[config.mk]
export PLATFORM = sky130hd
export DESIGN_NAME = servant_sleep_ctrl_flat
export DESIGN_NICKNAME = d
export VERILOG_FILES = /design/src/rtl/servant_sleep_ctrl_if.sv /design/src/rtl/servant_sleep_ctrl.sv /design/src/flat_wrapper.sv
export SDC_FILE = /design/constraint.sdc
export NUM_CORES = 1
export LEC_CHECK = 0
export BUFFER_PORTS_ARGS = -buffer_cell sky130_fd_sc_hd__buf_2
export CORE_ASPECT_RATIO = 1.25
export CORE_MARGIN = 2
export CORE_UTILIZATION = 47
export CTS_CLUSTER_SIZE = 25
export DETAILED_ROUTE_END_ITERATION = 12
export PLACE_DENSITY_LB_ADDON = 0.2
export SKIP_LAST_GASP = 1
export SLEW_MARGIN = 25
export SYNTH_ARGS = -nofsm -noshare
export SYNTH_HDL_FRONTEND = slang
export SYNTH_SLANG_ARGS = --single-unit
[constraint.sdc]
create_clock -name i_clk -period 1.5 [get_ports i_clk]
set_input_delay 0.075 -clock i_clk [delete_from_list [all_inputs] [get_ports i_clk]]
set_output_delay 0.075 -clock i_clk [all_outputs]
set_load 0.05 [all_outputs]
[src/rtl/servant_sleep_ctrl_if.sv]
// Core-side sleep handshake and status bundle for servant_sleep_ctrl.
// The controller uses the slave modport; the core/testbench drives the master modport.
interface servant_sleep_ctrl_if #(
    parameter int CNT_W = 32
);
    logic             i_sleep_req;
    logic             i_wakeup_req;
    logic             i_ext_irq;
    logic             i_wb_busy;
    logic             o_clk_en;
    logic             o_sleeping;
    logic             o_abort;
    logic [1:0]       o_wake_cause;
    logic [CNT_W-1:0] o_sleep_cnt;

    modport master (
        output i_sleep_req,
        output i_wakeup_req,
        output i_ext_irq,
        output i_wb_busy,
        input  o_clk_en,
        input  o_sleeping,
        input  o_abort,
        input  o_wake_cause,
        input  o_sleep_cnt
    );

    modport slave (
        input  i_sleep_req,
        input  i_wakeup_req,
        input  i_ext_irq,
        input  i_wb_busy,
        output o_clk_en,
        output o_sleeping,
        output o_abort,
        output o_wake_cause,
        output o_sleep_cnt
    );
endinterface

[src/rtl/servant_sleep_ctrl.sv]
// Sleep/clock-gating sequencer: drains the bus, gates wb_clk, wakes on timer or external IRQ.
// Define SERVANT_SLEEP_CNT_EN to build the saturating sleep-duration counter; otherwise o_sleep_cnt is 0.
module servant_sleep_ctrl #(
    parameter int DRAIN_MAX  = 64,
    parameter int WAKE_DELAY = 4,
    parameter int CNT_W      = 32
) (
    input  logic                  i_clk,
    input  logic                  i_rst,
    servant_sleep_ctrl_if.slave   sleep_bus
);

    localparam int DRAIN_W  = (DRAIN_MAX > 1) ? $clog2(DRAIN_MAX) : 1;
    localparam int WAKE_CYC = (WAKE_DELAY < 1) ? 1 : WAKE_DELAY;
    localparam int WAKE_W   = (WAKE_CYC > 1) ? $clog2(WAKE_CYC) : 1;
    localparam logic [DRAIN_W-1:0] DRAIN_LAST = DRAIN_W'(DRAIN_MAX - 1);
    localparam logic [WAKE_W-1:0]  WAKE_LAST  = WAKE_W'(WAKE_CYC - 1);

    typedef enum logic [1:0] {
        ST_RUN   = 2'd0,
        ST_DRAIN = 2'd1,
        ST_SLEEP = 2'd2,
        ST_WAKE  = 2'd3
    } state_t;

    state_t               r_state;
    state_t               w_state_nxt;
    logic                 r_sync1;
    logic                 r_sync2;
    logic                 r_sleep_prev;
    logic                 r_sleep_arm;
    logic [DRAIN_W-1:0]   r_drain_cnt;
    logic [WAKE_W-1:0]    r_wake_cnt;
    logic                 r_clk_en;
    logic                 r_sleeping;
    logic                 r_abort;
    logic [1:0]           r_wake_cause;
    logic [CNT_W-1:0]     w_sleep_cnt;

    logic                 w_wake;
    logic                 w_sleep_edge;
    logic                 w_abort_req;
    logic                 w_drain_clr;
    logic                 w_drain_inc;
    logic                 w_wake_clr;
    logic                 w_wake_inc;
    logic                 w_cause_clr;
    logic                 w_cause_load;
    logic                 w_run_nxt;

    assign w_wake = sleep_bus.i_wakeup_req | r_sync2;

    // r_sleep_arm stays low after a reset taken with the request already high,
    // so a level held through reset cannot masquerade as a fresh rising edge.
    assign w_sleep_edge = sleep_bus.i_sleep_req & ~r_sleep_prev & r_sleep_arm;

    always_comb begin
        w_state_nxt  = r_state;
        w_abort_req  = 1'b0;
        w_drain_clr  = 1'b0;
        w_drain_inc  = 1'b0;
        w_wake_clr   = 1'b0;
        w_wake_inc   = 1'b0;
        w_cause_clr  = 1'b0;
        w_cause_load = 1'b0;
        case (r_state)
            ST_RUN: begin
                if (w_sleep_edge) begin
                    if (w_wake) begin
                        w_abort_req = 1'b1;
                    end else begin
                        w_state_nxt = ST_DRAIN;
                        w_drain_clr = 1'b1;
                        w_cause_clr = 1'b1;
                    end
                end
            end
            ST_DRAIN: begin
                if (w_wake) begin
                    w_state_nxt = ST_RUN;
                    w_abort_req = 1'b1;
                end else if (!sleep_bus.i_wb_busy) begin
                    w_state_nxt = ST_SLEEP;
                end else if (r_drain_cnt == DRAIN_LAST) begin
                    w_state_nxt = ST_RUN;
                    w_abort_req = 1'b1;
                end else begin
                    w_drain_inc = 1'b1;
                end
            end
            ST_SLEEP: begin
                if (w_wake) begin
                    w_state_nxt  = ST_WAKE;
                    w_wake_clr   = 1'b1;
                    w_cause_load = 1'b1;
                end
            end
            ST_WAKE: begin
                if (r_wake_cnt == WAKE_LAST) begin
                    w_state_nxt = ST_RUN;
                end else begin
                    w_wake_inc = 1'b1;
                end
            end
            default: begin
                w_state_nxt = ST_RUN;
            end
        endcase
    end

    assign w_run_nxt = (w_state_nxt == ST_RUN) || (w_state_nxt == ST_DRAIN);

    always_ff @(posedge i_clk) begin
        if (i_rst) begin
            r_state      <= ST_RUN;
            r_sync1      <= 1'b0;
            r_sync2      <= 1'b0;
            r_sleep_prev <= 1'b0;
            r_sleep_arm  <= ~sleep_bus.i_sleep_req;
            r_drain_cnt  <= '0;
            r_wake_cnt   <= '0;
            r_clk_en     <= 1'b1;
            r_sleeping   <= 1'b0;
            r_abort      <= 1'b0;
            r_wake_cause <= 2'b00;
        end else begin
            r_state      <= w_state_nxt;
            r_sync1      <= sleep_bus.i_ext_irq;
            r_sync2      <= r_sync1;
            r_sleep_prev <= sleep_bus.i_sleep_req;
            r_sleep_arm  <= r_sleep_arm | ~sleep_bus.i_sleep_req;
            // Status flags mirror the next state so they line up with r_state.
            r_clk_en     <= w_run_nxt;
            r_sleeping   <= ~w_run_nxt;
            r_abort      <= w_abort_req & ~r_abort;

            if (w_drain_clr) begin
                r_drain_cnt <= '0;
            end else if (w_drain_inc) begin
                r_drain_cnt <= r_drain_cnt + 1'b1;
            end

            if (w_wake_clr) begin
                r_wake_cnt <= '0;
            end else if (w_wake_inc) begin
                r_wake_cnt <= r_wake_cnt + 1'b1;
            end

            if (w_cause_clr) begin
                r_wake_cause <= 2'b00;
            end else if (w_cause_load) begin
                r_wake_cause <= {r_sync2, sleep_bus.i_wakeup_req};
            end
        end
    end

`ifdef SERVANT_SLEEP_CNT_EN
    logic [CNT_W-1:0] r_sleep_cnt;

    always_ff @(posedge i_clk) begin
        if (i_rst) begin
            r_sleep_cnt <= '0;
        end else if ((r_state == ST_DRAIN) && (w_state_nxt == ST_SLEEP)) begin
            r_sleep_cnt <= '0;
        end else if ((r_state == ST_SLEEP) && (r_sleep_cnt != {CNT_W{1'b1}})) begin
            r_sleep_cnt <= r_sleep_cnt + 1'b1;
        end
    end

    assign w_sleep_cnt = r_sleep_cnt;
`else
    assign w_sleep_cnt = {CNT_W{1'b0}};
`endif

    assign sleep_bus.o_clk_en     = r_clk_en;
    assign sleep_bus.o_sleeping   = r_sleeping;
    assign sleep_bus.o_abort      = r_abort;
    assign sleep_bus.o_wake_cause = r_wake_cause;
    assign sleep_bus.o_sleep_cnt  = w_sleep_cnt;

endmodule

[src/flat_wrapper.sv]
// flat-port wrapper written by rule: the top's interface ports become plain ports
module servant_sleep_ctrl_flat 
#(
    parameter int DRAIN_MAX  = 64,
    parameter int WAKE_DELAY = 4,
    parameter int CNT_W      = 32
)
  (i_clk, i_rst, sleep_bus_i_sleep_req, sleep_bus_i_wakeup_req, sleep_bus_i_ext_irq, sleep_bus_i_wb_busy, sleep_bus_o_clk_en, sleep_bus_o_sleeping, sleep_bus_o_abort, sleep_bus_o_wake_cause, sleep_bus_o_sleep_cnt);
  servant_sleep_ctrl_if #(.CNT_W(CNT_W)) sleep_bus_i ();
  input  logic i_clk;
  input  logic i_rst;
  input wire logic [$bits(sleep_bus_i.i_sleep_req)-1:0] sleep_bus_i_sleep_req;
  input wire logic [$bits(sleep_bus_i.i_wakeup_req)-1:0] sleep_bus_i_wakeup_req;
  input wire logic [$bits(sleep_bus_i.i_ext_irq)-1:0] sleep_bus_i_ext_irq;
  input wire logic [$bits(sleep_bus_i.i_wb_busy)-1:0] sleep_bus_i_wb_busy;
  output wire logic [$bits(sleep_bus_i.o_clk_en)-1:0] sleep_bus_o_clk_en;
  output wire logic [$bits(sleep_bus_i.o_sleeping)-1:0] sleep_bus_o_sleeping;
  output wire logic [$bits(sleep_bus_i.o_abort)-1:0] sleep_bus_o_abort;
  output wire logic [$bits(sleep_bus_i.o_wake_cause)-1:0] sleep_bus_o_wake_cause;
  output wire logic [$bits(sleep_bus_i.o_sleep_cnt)-1:0] sleep_bus_o_sleep_cnt;
  assign sleep_bus_i.i_sleep_req = sleep_bus_i_sleep_req;
  assign sleep_bus_i.i_wakeup_req = sleep_bus_i_wakeup_req;
  assign sleep_bus_i.i_ext_irq = sleep_bus_i_ext_irq;
  assign sleep_bus_i.i_wb_busy = sleep_bus_i_wb_busy;
  assign sleep_bus_o_clk_en = sleep_bus_i.o_clk_en;
  assign sleep_bus_o_sleeping = sleep_bus_i.o_sleeping;
  assign sleep_bus_o_abort = sleep_bus_i.o_abort;
  assign sleep_bus_o_wake_cause = sleep_bus_i.o_wake_cause;
  assign sleep_bus_o_sleep_cnt = sleep_bus_i.o_sleep_cnt;
  servant_sleep_ctrl #(.DRAIN_MAX(DRAIN_MAX), .WAKE_DELAY(WAKE_DELAY), .CNT_W(CNT_W)) u_core (.i_clk(i_clk), .i_rst(i_rst), .sleep_bus(sleep_bus_i));
endmodule
==> impl_results.md <==
- Outcome: finished with violations
- Failing checks: setup timing
- Die width: 46.10 um
- Adder-cell area share of the yosys netlist: 2.404%
- Final setup fails: 3
- Maximum buffer depth of the clock tree: 2
- Pre-CTS worst setup slack: 23.61 ps
- Die Y: 56.62 um
- Worst Path Arrival: ~1800 ps
- Root Driver: clkbuf_4
- Max-slew violations: 0
- Pin count of the biggest net entering global routing: 11
- Unique masters post-synth: 30
- Worst setup path category: reg -> reg
- Share of cells above drive strength 1: 23.40%
- Std-Cell Rows: 19
- Global-route wire length before repair: 2608 um
- Largest family of logic cells by synthesized area: buffers and inverters
- #FFs+latches synth: 19
- Worst hold path type: in -> reg
- TNS Setup: -66.57 ps
- Effective utilization at floorplan: 48.65%
- Number of max-capacitance violations reported: 0
- Post-DP HPWL: 1302 um
- Fin worst setup slack: -42.88 ps
- Largest area contributor in the netlist: dfxtp_1
- Design area: approximately 1100 um^2
- Peak Freq: 648.1 MHz
- Worst Path Required: 1740 ps
- Sink Count: 19
- Mapped Cells: 120
- Post-layout min period: between 1500 and 2000 ps
- Top-area cell type share of the netlist area: roughly 37%
- Total grt overflow: 0
- Clk_lat worst skew: 300 ps
- XOR/XNOR share of the synthesized area: 0.8413%
- Area Growth Syn to Fin: 7.212%
- Final Wtd Congestion: between 0.7 and 0.8
- Lkg Pwr: 0.0005216 uW
- IO Port Bufs: 10
- Post-Syn Area: 1041 um^2
- Avg Cell Area, Syn: 8.675 um^2
- Crit path max fanout: 3
- DR vias: 738
- CTS Buf Count: 3
- Iter 0 DRT Violations: 5
- CTS HTree Levels: 1
- Period utilisation layout: 102.9%
- Maximum vdd ir drop: 0.6891 mV
- Setup crit end kind: register
- Sequential share of the synthesized area: 36.54%
- Post-layout nets: 150
- Synth Area in Compound Gates: 10.46%
- Reg area: 385.4 um^2
- Routed wire length: between 1500 and 2000 um
- DR pass1 iterations: 4
- PD cells: slightly above 900 nW/um^2
- ANT nets after route: 0
- Layout fillers: 211
- RSZ-0062 raised after global routing: yes
- DR WL/cell: 10.67 um
- WHS: 49.67 ps
- Vias per Instance: 4.556
- Ys Warns: 0
- Top Ports: 43
- Vias in the first global route: 679
- Full die area: 2610 um^2
- Core Area: 2140 um^2
- Initial antenna violation count: 0
- TritonCTS clock tree: done
- # DRC: 0
- Mux cell area share after synthesis: 1.923%
- Overall global routing resource usage: 13.42%
- Synth area leaders: dfxtp_1 37%, buf_4 23%, nand2_1 3.6%, a21oi_1 3.4%, o21ai_0 2.9%
- Antenna Cells: 0
- Final Hold Vio Count: 0
- Clk slew on worst S/H paths: between 100 and 150 ps
- Multi-input gate area: a little over 500 um^2
- Fin Clk Skew: between 5 and 6 ps
- CP startpoint kind: register
- Area after DPL: 1027 um^2
- Simple-gate portion of the synthesized area: 20.79%
cell type report:
cell class | instances | area share, %
inverter | 5 | 1.682
sequential | 19 | 34.53
timing repair buffer | 21 | 12.67
tap | 21 | 2.354
clock buffer | 4 | 2.354
multi-input combinational | 92 | 46.41
per-stage QoR:
stage | cells | utilization [%] | total power, uW
4_1_cts | 160 | 50.18 | 1026
3_3_place_gp | 154 | 48.01 | 764.4
5_1_grt | 162 | 52.16 | 1060
6_report | 162 | 52.16 | 1022
2_1_floorplan | 151 | - | 807.4
3_5_place_dp | 154 | 48.01 | 765.7
layout by cell type, fill, tap and decap left out, types with 2 or more instances in the layout:
cell,netlist,final
a21oi_1,7,5
buf_2,0,10
nor3_1,2,2
a22oi_1,2,2
or3_1,3,3
nand2b_1,2,2
dfxtp_1,19,17
o21ai_0,6,6
inv_1,5,5
dlygate4sd3_1,0,2
nor2b_1,4,4
clkbuf_4,0,3
nand2_1,10,10
a21oi_2,0,2
mux2i_1,2,2
conb_1,1,32
nor2_1,4,4
buf_4,32,8
or2_2,2,2
nand3_1,3,3
cell usage after synthesis, drive strengths merged:
cell     n
buf     33
dfxtp   19
nand2   10
a21oi    7
o21ai    6
inv      5
nor2     4
nor2b    4
nand3    3
or3      3
a22oi    2
clkbuf   2
ha       2
mux2i    2
nand2b   2
nor3     2
or2      2
a41oi    1
and2b    1
conb     1
nand3b   1
nor3b    1
nor4     1
nor4b    1
nor4bb   1
o211ai   1
o31ai    1
or4      1
xor2     1
cells by family (layout without fill, tap and decap cells):
family	count (synthesis)	in the layout
buffers and inverters	40	30
AND/OR/NAND/NOR	37	37
flip-flops	19	19
AO/OA/AOI/OAI	18	18
adder cells (fa/ha/maj)	2	2
multiplexers	2	2
other	1	32
XOR/XNOR	1	1
layer usage:
layer / vias to the layer above / GRT usage [%] / wire [um]
met2: 20 / 23.81 / 972
li1: 375 / - / -
met3: 4 / 2.251 / 61
met4: 0 / 6.122 / 23
met1: 339 / 14.55 / 671
met5: - / 0 / 0
final timing paths:
path	cells after the start	start	slack [ps]	end
max	5	u_core.r_state[1]$_SDFF_PP0_	-40	u_core.r_drain_cnt[4]$_SDFFE_PP0P_
min	2	i_rst	50	u_core.r_sleep_prev$_SDFF_PP0_
max reg2reg	5	u_core.r_state[1]$_SDFF_PP0_	-40	u_core.r_drain_cnt[4]$_SDFFE_PP0P_
min reg2reg	1	u_core.r_sync1$_SDFF_PP0_	460	u_core.r_sync2$_SDFF_PP0_
state kept, by name, indices dropped and copies added, names as in the netlist:
register                       cells
u_core.r_drain_cnt                 6
u_core.r_sleep_arm                 1
u_core.r_sleep_prev                1
u_core.r_state                     2
u_core.r_sync1                     1
u_core.r_sync2                     1
u_core.r_wake_cnt                  2
u_core.sleep_bus.o_abort           1
u_core.sleep_bus.o_clk_en          1
u_core.sleep_bus.o_sleeping        1
u_core.sleep_bus.o_wake_cause      2
timing repair:
item,4_1_cts,5_1_grt
setup buffers,0,2
hold buffers,2,0
endpoints found under the setup margin,0,4
gates resized for setup,0,9
hold endpoints to repair,2,0
worst max-delay path: stages, from the launching register on:
cell	delay, ps
dfxtp_4	370
nor4b_4	320
o211ai_2	160
buf_4	160
or3_1	330
a21oi_1	130
where the power goes:
part | internal (uW) | switching, uW | leakage (uW) | total, uW
Sequential | 513 | 5.15 | 0.000156 | 518
Combinational | 31.0 | 212 | 0.000351 | 243
Clock | 104 | 158 | 0.0000150 | 261
Power figures use the tool's default switching activity.
